===== src/rtl/alu2_share_arbiter_if.sv =====
// Request/grant/result bundle between the four lab requesters and the shared
// 2-bit NAND/ADD unit.
interface alu2_share_arbiter_if;
    logic [3:0] req;
    logic [7:0] a_bus;
    logic [7:0] b_bus;
    logic [3:0] op_bus;
    logic [3:0] gnt;
    logic [3:0] ack;
    logic [3:0] result;
    logic [1:0] result_id;
    logic       busy;

    modport master (
        output req, a_bus, b_bus, op_bus,
        input  gnt, ack, result, result_id, busy
    );

    modport slave (
        input  req, a_bus, b_bus, op_bus,
        output gnt, ack, result, result_id, busy
    );
endinterface


===== src/rtl/alu2_share_arbiter.sv =====
// Round-robin arbiter sharing one 2-bit NAND/ADD unit between four requesters.
// Each transaction runs grant/latch -> execute -> acknowledge, one in flight.
module alu2_share_arbiter (
    input  logic                  clk,
    input  logic                  reset,
    alu2_share_arbiter_if.slave   bus
);

    typedef enum logic [1:0] {
        ST_IDLE = 2'd0,
        ST_EXEC = 2'd1,
        ST_DONE = 2'd2
    } state_t;

    state_t     state_q;
    logic [1:0] rr_ptr_q;
    logic [1:0] win_q;
    logic [1:0] a_q;
    logic [1:0] b_q;
    logic       op_q;
    logic [3:0] gnt_q;
    logic [3:0] ack_q;
    logic [3:0] result_q;
    logic [1:0] result_id_q;
    logic       busy_q;

    logic [1:0] winner_s;
    logic       found_s;

    function automatic logic [3:0] onehot4(input logic [1:0] idx);
        logic [3:0] v;
        v = 4'b0000;
        v[idx] = 1'b1;
        return v;
    endfunction

    function automatic logic [3:0] alu_compute(input logic [1:0] a,
                                               input logic [1:0] b,
                                               input logic       op);
        logic [3:0] r;
        if (op) begin
            r = {1'b0, {1'b0, a} + {1'b0, b}};
        end else begin
            r = {2'b00, ~(a & b)};
        end
        return r;
    endfunction

    // Round-robin search starting at rr_ptr; the 2-bit index wraps naturally.
    always_comb begin
        winner_s = rr_ptr_q;
        found_s  = 1'b0;
        for (int i = 0; i < 4; i++) begin
            logic [1:0] idx;
            idx = rr_ptr_q + 2'(i);
            if (!found_s && bus.req[idx]) begin
                winner_s = idx;
                found_s  = 1'b1;
            end else begin
                found_s  = found_s;
            end
        end
    end

    // Transaction sequencer with all handshake outputs registered.
    always_ff @(posedge clk) begin
        if (reset) begin
            state_q     <= ST_IDLE;
            rr_ptr_q    <= 2'd0;
            win_q       <= 2'd0;
            a_q         <= 2'd0;
            b_q         <= 2'd0;
            op_q        <= 1'b0;
            gnt_q       <= 4'b0000;
            ack_q       <= 4'b0000;
            result_q    <= 4'b0000;
            result_id_q <= 2'd0;
            busy_q      <= 1'b0;
        end else begin
            case (state_q)
                ST_IDLE: begin
                    ack_q <= 4'b0000;
                    if (found_s) begin
                        win_q   <= winner_s;
                        a_q     <= bus.a_bus[{winner_s, 1'b0} +: 2];
                        b_q     <= bus.b_bus[{winner_s, 1'b0} +: 2];
                        op_q    <= bus.op_bus[winner_s];
                        gnt_q   <= onehot4(winner_s);
                        busy_q  <= 1'b1;
                        state_q <= ST_EXEC;
                    end else begin
                        gnt_q   <= 4'b0000;
                        busy_q  <= 1'b0;
                        state_q <= ST_IDLE;
                    end
                end
                ST_EXEC: begin
                    result_q    <= alu_compute(a_q, b_q, op_q);
                    result_id_q <= win_q;
                    ack_q       <= onehot4(win_q);
                    state_q     <= ST_DONE;
                end
                ST_DONE: begin
                    ack_q    <= 4'b0000;
                    gnt_q    <= 4'b0000;
                    rr_ptr_q <= win_q + 2'd1;
                    busy_q   <= 1'b0;
                    state_q  <= ST_IDLE;
                end
                default: begin
                    ack_q   <= 4'b0000;
                    gnt_q   <= 4'b0000;
                    busy_q  <= 1'b0;
                    state_q <= ST_IDLE;
                end
            endcase
        end
    end

    assign bus.gnt       = gnt_q;
    assign bus.ack       = ack_q;
    assign bus.result    = result_q;
    assign bus.result_id = result_id_q;
    assign bus.busy      = busy_q;

endmodule


===== src/flat_wrapper.sv =====
// flat-port wrapper written by rule: the top's interface ports become plain ports
module alu2_share_arbiter_flat 
  (clk, reset, bus_req, bus_a_bus, bus_b_bus, bus_op_bus, bus_gnt, bus_ack, bus_result, bus_result_id, bus_busy);
  alu2_share_arbiter_if bus_i ();
  input  logic clk;
  input  logic reset;
  input wire logic [$bits(bus_i.req)-1:0] bus_req;
  input wire logic [$bits(bus_i.a_bus)-1:0] bus_a_bus;
  input wire logic [$bits(bus_i.b_bus)-1:0] bus_b_bus;
  input wire logic [$bits(bus_i.op_bus)-1:0] bus_op_bus;
  output wire logic [$bits(bus_i.gnt)-1:0] bus_gnt;
  output wire logic [$bits(bus_i.ack)-1:0] bus_ack;
  output wire logic [$bits(bus_i.result)-1:0] bus_result;
  output wire logic [$bits(bus_i.result_id)-1:0] bus_result_id;
  output wire logic [$bits(bus_i.busy)-1:0] bus_busy;
  assign bus_i.req = bus_req;
  assign bus_i.a_bus = bus_a_bus;
  assign bus_i.b_bus = bus_b_bus;
  assign bus_i.op_bus = bus_op_bus;
  assign bus_gnt = bus_i.gnt;
  assign bus_ack = bus_i.ack;
  assign bus_result = bus_i.result;
  assign bus_result_id = bus_i.result_id;
  assign bus_busy = bus_i.busy;
  alu2_share_arbiter u_core (.clk(clk), .reset(reset), .bus(bus_i));
endmodule

===== config.mk =====
export PLATFORM = sky130hd
export DESIGN_NAME = alu2_share_arbiter_flat
export DESIGN_NICKNAME = d
export VERILOG_FILES = /design/src/rtl/alu2_share_arbiter_if.sv /design/src/rtl/alu2_share_arbiter.sv /design/src/flat_wrapper.sv
export SDC_FILE = /design/constraint.sdc
export NUM_CORES = 1
export LEC_CHECK = 0
export CORE_ASPECT_RATIO = 0.9
export CORE_MARGIN = 1
export CORE_UTILIZATION = 45
export CTS_CLUSTER_DIAMETER = 200
export CTS_CLUSTER_SIZE = 28
export DETAILED_ROUTE_END_ITERATION = 8
export GPL_ROUTABILITY_DRIVEN = 0
export GPL_TIMING_DRIVEN = 0
export PLACE_DENSITY = 0.75
export SYNTH_ARGS = -nofsm -noshare
export SYNTH_HDL_FRONTEND = slang
export SYNTH_SLANG_ARGS = --single-unit

===== constraint.sdc =====
create_clock -name clk -period 3.6 [get_ports clk]
set_clock_uncertainty 0.05 [all_clocks]
set_input_delay 0.72 -clock clk [delete_from_list [all_inputs] [get_ports clk]]
set_output_delay 0.72 -clock clk [all_outputs]
set_load 0.02 [all_outputs]

==> out/summary.md, run 1 <==
In this run the worst path has a maximum fanout of 7. The beginning of the critical path was bus_req[3]. The first global-routing pass estimated 5.19 mm of wire. The worst-case clock buffer depth came out at 2.

The run finished with clean final reports. The logs give 0 ns for the aggregate negative setup slack and 1850 µm² for the final design instance area without fill. The post-detailed-route wirelength per cell was 14.1 µm.

The number of endpoints with negative hold slack in the final report is 0. The number of cells on the worst reg-to-reg path is 6. The worst register-to-register path begins at u_core.rr_ptr_q[1].

The die covers 3350 µm². The mapped netlist covers 1410 µm². The worst-margin pin slew is 0.577 ns, and the sequential-to-total area share from yosys stat is 0.356.

The post-synthesis average cell area is 9.37 µm², and the async set-or-reset flop fraction in the synthesized netlist is 0. The tools report the detailed-placement wirelength estimate as 2.57 mm. The via count of the first global-routing pass is 1,143, and the largest stage delay on the critical path is 0.54 ns. For this design, the slowest cell found on the critical path is sky130_fd_sc_hd__clkdlybuf4s50_1. The net count of the finished layout is 225. The pre-antenna-repair detailed-routing pass consisted of 5 iterations. The routed via count divided by cell count was 5.35. The worst setup path is captured at a flop. The Yosys step of the flow raised 0 warnings.

After clock tree synthesis, the clock-pin slew on the worst setup and hold paths is 0.13 ns. The aggregate global routing overflow is 0, and the net count after synthesis is 183. Residual antenna-violating net count after detailed routing: 0. In this run, distinct cell masters in the synthesized netlist total 42. The count of flip-flops with a built-in enable after synthesis is 0, and the logic depth of the worst path, buffers included is 6. The cell occurring most often along the worst timing path was sky130_fd_sc_hd__a221oi_2. The tools report the relative slew slack as 0.615. For the starting density of the core, the log shows 0.491.

The path class of the tightest hold or removal check is flop to flop. After clock tree synthesis, the repair step resized 0 gates. The most critical setup path has its endpoint at u_core.b_q[1]. The layout cell share with drive strength beyond 1 is 0.136, and the slack of the worst reg-to-reg path is 1.83 ns. Number of port buffers: 37.

The top cell types in the final layout, fill and taps aside, are sky130_fd_sc_hd__clkdlybuf4s50_1, sky130_fd_sc_hd__dfxtp_1, sky130_fd_sc_hd__nand2_1. The most common library cell in the layout ignoring fill and taps is sky130_fd_sc_hd__clkdlybuf4s50_1. The commonest register cell after synthesis is sky130_fd_sc_hd__dfxtp_1. Start-to-end type of the worst setup path: input port to flop. The final critical-path setup slack came out at 1.23 ns. Setup repair after global routing left no endpoint under its margin. For the worst setup path, the data arrival time is 2.57 ns. The signal on the critical path passes through clkdlybuf4s50_1 -> nor2_1 -> a21oi_1 -> o311ai_4 -> a221oi_2 -> a221oi_2. After detailed placement, the total cell area comes to 1830 µm². The layout overhead on the synthesized area works out to 31.9%. The number of vias in the routed layout came out at 1,237. After detailed routing, the total wire length is 3.27 mm. The overall die height works out to 55.0 µm. Setup violations remaining at the end of the flow were counted as 0.

TritonCTS built the clock tree. The number of buffers added to fix hold violations after cts came out at 0. The final critical-path required period is 2.37 ns, and the largest net degree at the start of global routing is 15.

The startpoint type of the worst setup path was an input port. The tools report the total number of H-tree levels as 1. Power spread over the standard cell area amounts to 340 nW/µm². For the required time of the critical path, the log shows 3.79 ns. OpenSTA, run right after detailed placement, puts the worst setup slack at 0.886 ns. The die is 60.9 µm wide. The run gives 630 µW as the total power after layout. The run gives 0 as the number of setup buffers added after CTS.

Among cell families on the critical path, the largest total delay comes from compound AO/OA/AOI/OAI gates. After detailed routing, the number of remaining DRC violations is 0. For the iteration-0 DRC count of the detailed router, the log shows 34. The number of clock buffers added by TritonCTS is 3. The initial antenna violation count came out at 0.

Clock latency on the worst-skew pair, taken at its later pin, is 0.32 ns. The tools report the buffer cell driving the clock tree root as sky130_fd_sc_hd__clkbuf_4. The number of antenna diodes in the final layout is 0.

41 I/O pins were placed. The worst ir drop on vdd came out at 0.000310 V. The number of buffers and inverters on the critical path was 1; the area of the core was 2860 µm².

The global-route usage over all layers is 0.212. The top achievable clock speed was 421 MHz; the register bit total from synthesis was 25. The logs give 0 for the max-slew violation count and 0 for the max capacitance violation total.

For this design the static power due to leakage is 0.689 nW. The tree built by TritonCTS fans out to 25 sinks. Row generation in the floorplan step produced 18 rows. In this run the critical register-to-register path is captured at u_core.b_q[1]. The synthesized instance count is 150. The fraction of the cycle the final worst path needs is 0.659.
sequential cells by signal (all words and copies together) (netlist names):
signal                count
u_core.bus.result_id      2
u_core.rr_ptr_q           2
u_core.bus.result         3
u_core.a_q                2
u_core.bus.gnt            4
u_core.win_q              2
u_core.state_q            2
u_core.b_q                2
u_core.bus.ack            4
u_core.op_q               1
u_core.bus.busy           1
power by group:
group	leakage (nW)	internal (mW)	switching (mW)	total, mW
clock	0.0177	0.0416	0.0810	0.123
sequential	0.205	0.298	0.0168	0.315
combinational	0.467	0.0919	0.101	0.192
final cells by class:
class	instances	area (µm²)
fillers	255	1010
multi-input cells	113	852
flip-flops and latches	25	500
repair buffers	37	370
well taps	40	50.0
plain buffers	7	33.8
clock buffers	3	22.5
inverters	5	18.8
clock inverters	1	5.00
worst min-delay path by stage:
stage	from	to	slack, ns	cells past startpoint
global placement	u_core.bus.busy	u_core.bus.busy	0.39	1
detailed placement	u_core.bus.result_id[1]	u_core.bus.result_id[1]	0.40	2
global route	u_core.bus.result[0]	u_core.bus.result[0]	0.44	2
finish	u_core.bus.result_id[0]	u_core.bus.result_id[0]	0.41	2
CTS	u_core.bus.result_id[1]	u_core.bus.result_id[1]	0.42	2
floorplan	u_core.win_q[1]	u_core.bus.result_id[1]	0.43	2
through the flow:
step | utilization | hold WS [ns] | instances
detailed placement | 0.638 | 0.400 | 227
global route | 0.648 | 0.439 | 231
CTS | 0.648 | 0.418 | 231
finish | 0.648 | 0.415 | 231
floorplan | - | 0.427 | 150
global placement | 0.638 | 0.387 | 227
cells in the mapped netlist, types with 2 or more instances:
cell                        n  area (µm²)
sky130_fd_sc_hd__o21ai_1    5        25.0
sky130_fd_sc_hd__nand2b_1   4        25.0
sky130_fd_sc_hd__mux2i_1    2        20.0
sky130_fd_sc_hd__ha_1       6        75.1
sky130_fd_sc_hd__nand2_1   17        63.8
sky130_fd_sc_hd__a211oi_2   4        50.1
sky130_fd_sc_hd__nand3b_1   3        22.5
sky130_fd_sc_hd__dfxtp_1   25         500
sky130_fd_sc_hd__buf_2      3        15.0
sky130_fd_sc_hd__o31a_1     5        43.8
sky130_fd_sc_hd__clkbuf_1   3        11.3
sky130_fd_sc_hd__and4_1     5        43.8
sky130_fd_sc_hd__a21oi_1   11        55.1
sky130_fd_sc_hd__inv_1      5        18.8
sky130_fd_sc_hd__a221oi_2   7         105
sky130_fd_sc_hd__nor2_1    14        52.6
sky130_fd_sc_hd__nor2b_1    3        18.8
sky130_fd_sc_hd__and2_1     4        25.0
worst register-to-register path: stages, from the launching register on:
cell	delay, ns
sky130_fd_sc_hd__dfxtp_1	0.37
sky130_fd_sc_hd__buf_2	0.19
sky130_fd_sc_hd__nor2_1	0.14
sky130_fd_sc_hd__nand2_1	0.08
sky130_fd_sc_hd__o221ai_2	0.44
sky130_fd_sc_hd__a221oi_2	0.16
sky130_fd_sc_hd__a221oi_2	0.27
cells by family after synthesis:
| kind of cell | Yosys count | synth area share |
|---|---|---|
| other cells | 1 | 0.00267 |
| buf+inv | 12 | 0.0374 |
| compound gates | 46 | 0.303 |
| mux | 2 | 0.0142 |
| flops | 25 | 0.356 |
| fa+ha+maj | 7 | 0.0677 |
| simple gates | 57 | 0.219 |
routing by layer:
| layer | routed length [µm] | vias up | share of wire | global-route usage |
|---|---|---|---|---|
| met2 | 1620 | 32 | 0.50 | 0.386 |
| met1 | 1530 | 578 | 0.47 | 0.267 |
| li1 | - | 627 | - | - |
| met5 | 0 | - | 0 | 0 |
| met3 | 120 | 0 | 0.037 | 0.0512 |
| met4 | 0 | 0 | 0 | 0.0152 |
No activity file was read; power rests on OpenSTA's default activity.
==> run 2, diff against run 1 <==
--- a/config.mk
+++ b/config.mk
@@ -7,13 +7,13 @@
 export LEC_CHECK = 0
 export CORE_ASPECT_RATIO = 0.9
 export CORE_MARGIN = 1
-export CORE_UTILIZATION = 45
+export CORE_UTILIZATION = 42
 export CTS_CLUSTER_DIAMETER = 200
 export CTS_CLUSTER_SIZE = 28
 export DETAILED_ROUTE_END_ITERATION = 8
 export GPL_ROUTABILITY_DRIVEN = 0
 export GPL_TIMING_DRIVEN = 0
-export PLACE_DENSITY = 0.75
+export PLACE_DENSITY = 0.73
 export SYNTH_ARGS = -nofsm -noshare
 export SYNTH_HDL_FRONTEND = slang
 export SYNTH_SLANG_ARGS = --single-unit
==> constraint.sdc (replaced) <==
create_clock -name clk -period 2.1 [get_ports clk]
set_clock_uncertainty 0.05 [all_clocks]
set_input_delay 0.42 -clock clk [delete_from_list [all_inputs] [get_ports clk]]
set_output_delay 0.42 -clock clk [all_outputs]
set_load 0.02 [all_outputs]
==> run 2 against run 1 <==
Compared with the run above: cell area rose by 3.0%; cell count up 1.3%; via count increased by 2.3%; critical path type unchanged; critical endpoint unchanged.
==> out/summary.md, run 2 (synthesis results as in run 1) <==
The count of nets after finishing was 226 (+0.44%). Biggest fanout along the worst timing path: 7 (unchanged). The tools report the buffer cell driving the clock tree root as sky130_fd_sc_hd__clkbuf_8. The source-to-sink clock delay at the later pin of the worst-skew pair is 0.27 ns (-0.05 ns). The post-detailed-route wirelength per cell is 13.0 µm (-7.9%), and the final design instance area without fill is 1910 µm² (+3.0%). The slowest cell on the critical path is sky130_fd_sc_hd__clkdlybuf4s50_1.

For the relative slew slack, the log shows 0.621 (+0.00601). The number of vias in the routed layout was 1,266 (+2.3%). The tools report the aggregate negative setup slack as 0 ns (unchanged).

The max-slew violation count is 0 (unchanged), and the total number of H-tree levels is 1 (unchanged). The logs give 0 (unchanged) for the residual DRC count and 0.000390 V (+26%) for the worst ir drop on vdd. The arrival time reported for the critical path endpoint is 2.19 ns (-0.38 ns), and the final critical-path required period is 2.06 ns. The power density normalized to cell area was 608 nW/µm² (+79%); the largest stage delay on the critical path was 0.51 ns (-0.03 ns).

Class of the worst hold path: flop to flop. The library cell used most frequently in the layout, excluding fill and tap cells, is sky130_fd_sc_hd__clkdlybuf4s50_1. In the layout the commonest cells are sky130_fd_sc_hd__clkdlybuf4s50_1, sky130_fd_sc_hd__dfxtp_1, sky130_fd_sc_hd__nand2_1. The logs give 4.95 mm (-4.6%) for the global-route wire length before repair and 486 MHz for the top achievable clock speed. The number of inserted diodes is 0 (unchanged). The max capacitance violation total came out at 0 (unchanged).

The cell that appears most often on the critical path is sky130_fd_sc_hd__a221oi_2. Compared with the post-synthesis result, the final layout area differs by 35.8%. Number of buffers added to fix hold violations after cts: 0 (unchanged).

The routed wire length was 3.05 mm (-6.7%); the die width was 63.0 µm (+3.4%). The logs give 0.177 (-0.0353) for the global-route usage over all layers and 0.715 nW (+3.7%) for the static leakage. TritonCTS built the clock tree. The run gives 19 (+1) as the total number of placement rows.

Residual antenna-violating net count after detailed routing: 0 (unchanged). The iteration-0 DRC count of the detailed router is 45 (+32%). Startpoint type of the worst setup path: an input port.

The total setup violations reported at the end of the flow is 0 (unchanged). The required time of the critical path is 2.23 ns (-1.56 ns). The layout cell share with drive strength beyond 1 is 0.156 (+0.0201). The area of the die is 3580 µm² (+6.9%).

Setup repair after global routing could not meet its margin everywhere. The worst-margin pin slew is 0.568 ns (-0.00901 ns), and the detailed-placement wirelength estimate is 2.40 mm (-6.6%). Initial antenna violation count: 0 (unchanged). The fraction of the cycle the final worst path needs was 0.980. Worst-case clock buffer depth: 2 (unchanged).

The flow ran to the end, and the final reports show no timing, DRC or antenna violations. The routed via count divided by cell count works out to 5.41 (+1.0%). On the critical path the largest part of the delay comes from simple AND/OR/NAND/NOR gates.

Walking the worst path, the cells encountered are clkdlybuf4s50_1 -> nor2b_1 -> or4b_4 -> o311ai_4 -> buf_12 -> a221oi_2 -> a221oi_2. The starting density of the core came out at 0.451 (-0.0401). The tools report the count of fill cells added during filler insertion as 266 (+4.3%).

Number of iterations in the first detailed-routing pass: 4 (-1). Overall die height: 56.9 µm (+3.4%). The run gives 0 (unchanged) as the aggregate global routing overflow. The clock input transition at the sequential cells of the worst setup and hold paths is 0.08 ns (-0.05 ns).

The tools report the via count of the first global-routing pass as 1,158 (+1.3%). The kind of end point of the critical path is a flop. Largest net degree at the start of global routing: 16 (+1). The number of buffers and inverters on the critical path is 2 (+1). The cell area reported after detailed placement was 1830 µm² (+0.14%). The critical path is of the input port to flop type. The area of the core came out at 3110 µm² (+8.9%). The logs give 25 (unchanged) for the number of clock sinks and 3 (unchanged) for the number of buffers created by CTS. The total power after layout was 1.16 mW (+84%).

The number of port buffers is 37 (unchanged), and the number of endpoints with negative hold slack in the final report is 0 (unchanged). The I/O pin total came out at 41 (unchanged).
[run 2: cell count changes in the layout (fill, tap and decap cells not counted), sizes merged]
cell	delta
clkinv	-1
clkinvlp	+1
buf	+1
dlymetal6s2s	+1
clkdlybuf4s50	-1
[run 2: final timing paths]
check	from	endpoint	slack (ns)	cells past startpoint
min	u_core.bus.result[1]	u_core.bus.result[1]	0.40	2
min reg2reg	u_core.bus.result[1]	u_core.bus.result[1]	0.40	2
max	bus_req[2]	u_core.b_q[1]	0.04	7
max reg2reg	u_core.rr_ptr_q[0]	u_core.b_q[1]	0.34	6
[run 2: stage by stage]
step / setup slack (ns) / utilization / std cells / hold slack [ns]
after detailed placement: -0.290 / 0.587 / 229 / 0.396
after global routing: -0.0375 / 0.613 / 234 / 0.422
final: 0.0430 / 0.613 / 234 / 0.403
after CTS: 0.0218 / 0.610 / 234 / 0.408
after global placement: -0.227 / 0.587 / 229 / 0.384
after floorplan: 0.453 / - / 150 / 0.427
[run 2: area by class of cell]
type | count | area, µm² | area share
multi-input combinational | 113 | 861 | 0.451
sequential | 25 | 500 | 0.262
timing repair buffer | 38 | 393 | 0.206
tap | 42 | 52.6 | 0.0275
clock buffer | 3 | 41.3 | 0.0216
buffer | 7 | 33.8 | 0.0177
inverter | 5 | 18.8 | 0.00984
clock inverter | 1 | 7.51 | 0.00393
[run 2: tightest hold or removal path, stage by stage (launching register included)]
cell,delay (ns)
sky130_fd_sc_hd__dfxtp_1,0.31
sky130_fd_sc_hd__nand2_1,0.05
sky130_fd_sc_hd__a21oi_1,0.05
[run 2: repair_timing]
item	CTS	global route
gates resized for setup	1	3
pin swaps	1	0
setup buffers	1	0
endpoints found under the setup margin	1	6
[run 2: power breakdown]
group | leakage (nW) | switching (mW) | internal, mW
Combinational | 0.488 | 0.171 | 0.165
Clock | 0.0217 | 0.149 | 0.134
Sequential | 0.205 | 0.0290 | 0.511
[run 2: per-layer routing]
| layer | up-vias | share of wire | global-route usage | wire length, µm |
|---|---|---|---|---|
| met5 | - | 0 | 0 | 0 |
| met4 | 0 | 0.0023 | 0.0199 | 7 |
| met3 | 2 | 0.043 | 0.0366 | 130 |
| met2 | 42 | 0.50 | 0.330 | 1530 |
| met1 | 594 | 0.45 | 0.212 | 1380 |
| li1 | 628 | - | - | - |
==> run 3, diff against run 2 <==
--- a/config.mk
+++ b/config.mk
@@ -6,14 +6,14 @@
 export NUM_CORES = 1
 export LEC_CHECK = 0
 export CORE_ASPECT_RATIO = 0.9
-export CORE_MARGIN = 1
 export CORE_UTILIZATION = 42
-export CTS_CLUSTER_DIAMETER = 200
+export CTS_CLUSTER_DIAMETER = 80
 export CTS_CLUSTER_SIZE = 28
 export DETAILED_ROUTE_END_ITERATION = 8
 export GPL_ROUTABILITY_DRIVEN = 0
 export GPL_TIMING_DRIVEN = 0
 export PLACE_DENSITY = 0.73
+export SETUP_SLACK_MARGIN = 0.3
 export SYNTH_ARGS = -nofsm -noshare
 export SYNTH_HDL_FRONTEND = slang
 export SYNTH_SLANG_ARGS = --single-unit
==> run 3 against run 2 <==
Compared with the run above: power up 1.0%; cell area up 1.5%; via count down 1.1%; critical path type unchanged; highest routed layer is now met3.
==> out/summary.md, run 3 (synthesis results as in run 1) <==
The share of total power in combinational logic is 0.294 (+0.004). The final critical-path required period is 1.76 ns (-0.295 ns). The clock group share of total power was 0.245 (about the same); the I/O pin total was 41 (unchanged). The detailed-placement wirelength estimate was 2.40 mm (unchanged); the largest net degree at the start of global routing was 16 (unchanged). The starting density of the core is 0.451 (unchanged), and the sequential fraction of design power is 0.461 (-0.004). The number of buffers added to fix hold violations after cts was 0 (unchanged). For the number of clock sinks, the log shows 25 (unchanged). The logs give 3580 µm² (unchanged) for the area of the die and 0.27 ns (about the same) for the source-to-sink clock delay at the later pin of the worst-skew pair. The post-detailed-route wirelength per cell came out at 13.5 µm (+4.0%).

Most common library cell in the layout ignoring fill and taps: sky130_fd_sc_hd__clkdlybuf4s50_1. The tools report the number of cells after detailed placement as 229 (unchanged). The worst register-to-register path ends at u_core.b_q[1]. The overall die height works out to 56.9 µm (unchanged). The clock input transition at the sequential cells of the worst setup and hold paths was 0.08 ns (about the same); the count of fill cells added during filler insertion was 267 (+0.38%).

The global-route wire length before repair is 4.93 mm (-0.28%). The hold path depth came out at 2 (unchanged). The number of buffers and inverters on the critical path was 1 (-1). The total number of placement rows was 19 (unchanged). Launch instance of the worst min-delay path: u_core.bus.result[1].

The startpoint type of the worst setup path is an input port. The slowest cell on the critical path was sky130_fd_sc_hd__clkdlybuf4s15_1. The non-filler instance count after layout came out at 234 (unchanged). Setup repair after global routing could not meet its margin everywhere. The final critical-path setup slack came out at 0.338 ns (+0.295 ns). The fraction of power spent switching nets came out at 0.306 (+0.00535).

The tools report the via count of the first global-routing pass as 1,154 (-0.35%). The run gives 812 µW (+0.27%) as the internal power component. The slack of the worst reg-to-reg path was 0.42 ns (+0.08 ns); the top achievable clock speed was 567 MHz (+17%). The fraction of the cycle the final worst path needs works out to 0.839 (-0.140). The aggregate global routing overflow was 0 (unchanged); the number of endpoints with negative hold slack in the final report was 0 (unchanged).

The worst-margin pin slew works out to 0.575 ns (+0.00698 ns). The max capacitance violation total was 0 (unchanged). The aggregate negative setup slack is 0 ns (unchanged), and the static leakage is 0.712 nW (-0.43%). The worst ir drop on vdd was 0.000390 V (about the same). The tools report the total setup violations reported at the end of the flow as 0 (unchanged). The run finished with clean final reports. The initial antenna violation count was 0 (unchanged); the number of inserted diodes was 0 (unchanged).

The required time of the critical path was 2.18 ns (-0.05 ns); the routed via count divided by cell count was 5.35 (-1.1%). The class of the worst hold path is flop to flop. The arrival time reported for the critical path endpoint came out at 1.84 ns (-0.35 ns). The start-to-end type of the worst setup path was input port to flop.

Number of iterations in the first detailed-routing pass: 4 (unchanged). TritonCTS built the clock tree. Total number of H-tree levels: 1 (unchanged). In the layout the commonest cells are sky130_fd_sc_hd__clkdlybuf4s50_1, sky130_fd_sc_hd__dfxtp_1, sky130_fd_sc_hd__nand2_1. The buffer cell driving the clock tree root was sky130_fd_sc_hd__clkbuf_8. Number of port buffers: 37 (unchanged). The largest stage delay on the critical path works out to 0.32 ns (-0.19 ns). The kind of end point of the critical path was a flop. The depth of the worst register-to-register path is 6 (unchanged), and the worst-case clock buffer depth is 2 (unchanged).

Layout overhead on the synthesized area: 37.8%. The layout cell share with drive strength beyond 1 was 0.198 (+0.0417). The number of buffers created by CTS was 3 (unchanged). The iteration-0 DRC count of the detailed router was 42 (-6.7%).

The tools report the area of the core as 3110 µm² (unchanged). The count of nets after finishing was 226 (unchanged). The worst hold path terminates at u_core.bus.result[1]. The tools report the pre-CTS setup slack as -0.290 ns (unchanged).

The relative slew slack is 0.616 (-0.00465). Number of vias in the routed layout: 1,252 (-1.1%). The cell family contributing the most delay on the critical path is compound AO/OA/AOI/OAI gates. The routed wire length is 3.17 mm (+4.0%), and the max-slew violation count is 0 (unchanged).

The global-route usage over all layers was 0.177 (-0.000433). Traced cell by cell, the critical path runs through clkdlybuf4s15_1 -> and2b_1 -> o21ba_1 -> o31a_1 -> o21ai_1 -> a221oi_2. Die width: 63.0 µm (unchanged). Residual DRC count: 0 (unchanged). In this run the critical register-to-register path is launched from u_core.rr_ptr_q[1]. The switching power summed over all nets was 359 µW (+2.8%); the power density normalized to cell area was 605 nW/µm² (-0.45%). The residual antenna-violating net count after detailed routing came out at 0 (unchanged). The biggest fanout along the worst timing path was 7 (unchanged).
[run 3: changes by cell type in the layout (fill, tap and decap cells not counted), moves of 2 or more]
cell	delta
sky130_fd_sc_hd__dfxtp_2	+2
sky130_fd_sc_hd__clkdlybuf4s50_1	-2
sky130_fd_sc_hd__clkbuf_2	+2
sky130_fd_sc_hd__dfxtp_1	-2
[run 3: layer usage]
metal	vias to the layer above	wire length, µm	global-route usage
li1	631	-	-
met1	585	1440	0.212
met2	36	1600	0.329
met3	0	134	0.0366
met4	0	0	0.0199
met5	-	0	0
[run 3: final cells by class]
type / instances / area, µm² / share of cell area
well taps: 42 / 52.6 / 0.0271
flip-flops and latches: 25 / 503 / 0.260
multi-input cells: 113 / 897 / 0.463
plain buffers: 7 / 36.3 / 0.0187
clock buffers: 3 / 41.3 / 0.0213
inverters: 5 / 18.8 / 0.00969
repair buffers: 38 / 380 / 0.196
clock inverters: 1 / 7.51 / 0.00388
[run 3: how the worst max path moves through the flow]
stage	slack (ns)	cells past startpoint	to	start
after global routing	0.26	6	u_core.b_q[1]	bus_req[0]
after floorplan	0.45	5	u_core.bus.gnt[3]	bus_req[1]
final	0.34	6	u_core.b_q[1]	bus_req[0]
after global placement	-0.23	6	u_core.b_q[1]	bus_req[0]
after detailed placement	-0.29	6	u_core.b_q[1]	bus_req[3]
after CTS	0.31	7	u_core.b_q[1]	bus_req[2]
[run 3: what timing repair did]
action	CTS	global route
endpoints found under the hold margin	0	0
resized for setup	6	15
pin swaps	3	0
setup endpoints to repair	11	7
buffers inserted	1	0
[run 3: worst reg2reg max path, cell delays in order, from the launching register on]
cell and delay, ns:
sky130_fd_sc_hd__dfxtp_2 0.38, sky130_fd_sc_hd__clkbuf_4 0.21, sky130_fd_sc_hd__nor2_1 0.06, sky130_fd_sc_hd__a221o_1 0.29, sky130_fd_sc_hd__o22a_2 0.29, sky130_fd_sc_hd__o21ai_1 0.16
sky130_fd_sc_hd__a221oi_2 0.09
[run 3: stage by stage]
stage	power (mW)	utilization	instance area, µm²	hold WS [ns]
4_1_cts	1.17	0.610	1900	0.408
6_report	1.17	0.622	1940	0.404
3_5_place_dp	0.876	0.587	1830	0.396
3_3_place_gp	0.865	0.587	1830	0.384
2_1_floorplan	0.751	-	1410	0.427
5_1_grt	1.23	0.622	1940	0.422
[run 3: power groups by stage]
stage                     sequential, mW  clock [mW]  combinational, mW
final                              0.540       0.287              0.344
after global routing               0.546       0.313              0.372
after CTS                          0.539       0.294              0.335
after detailed placement           0.551           0              0.326
after global placement             0.548           0              0.317
after floorplan                    0.563           0              0.189
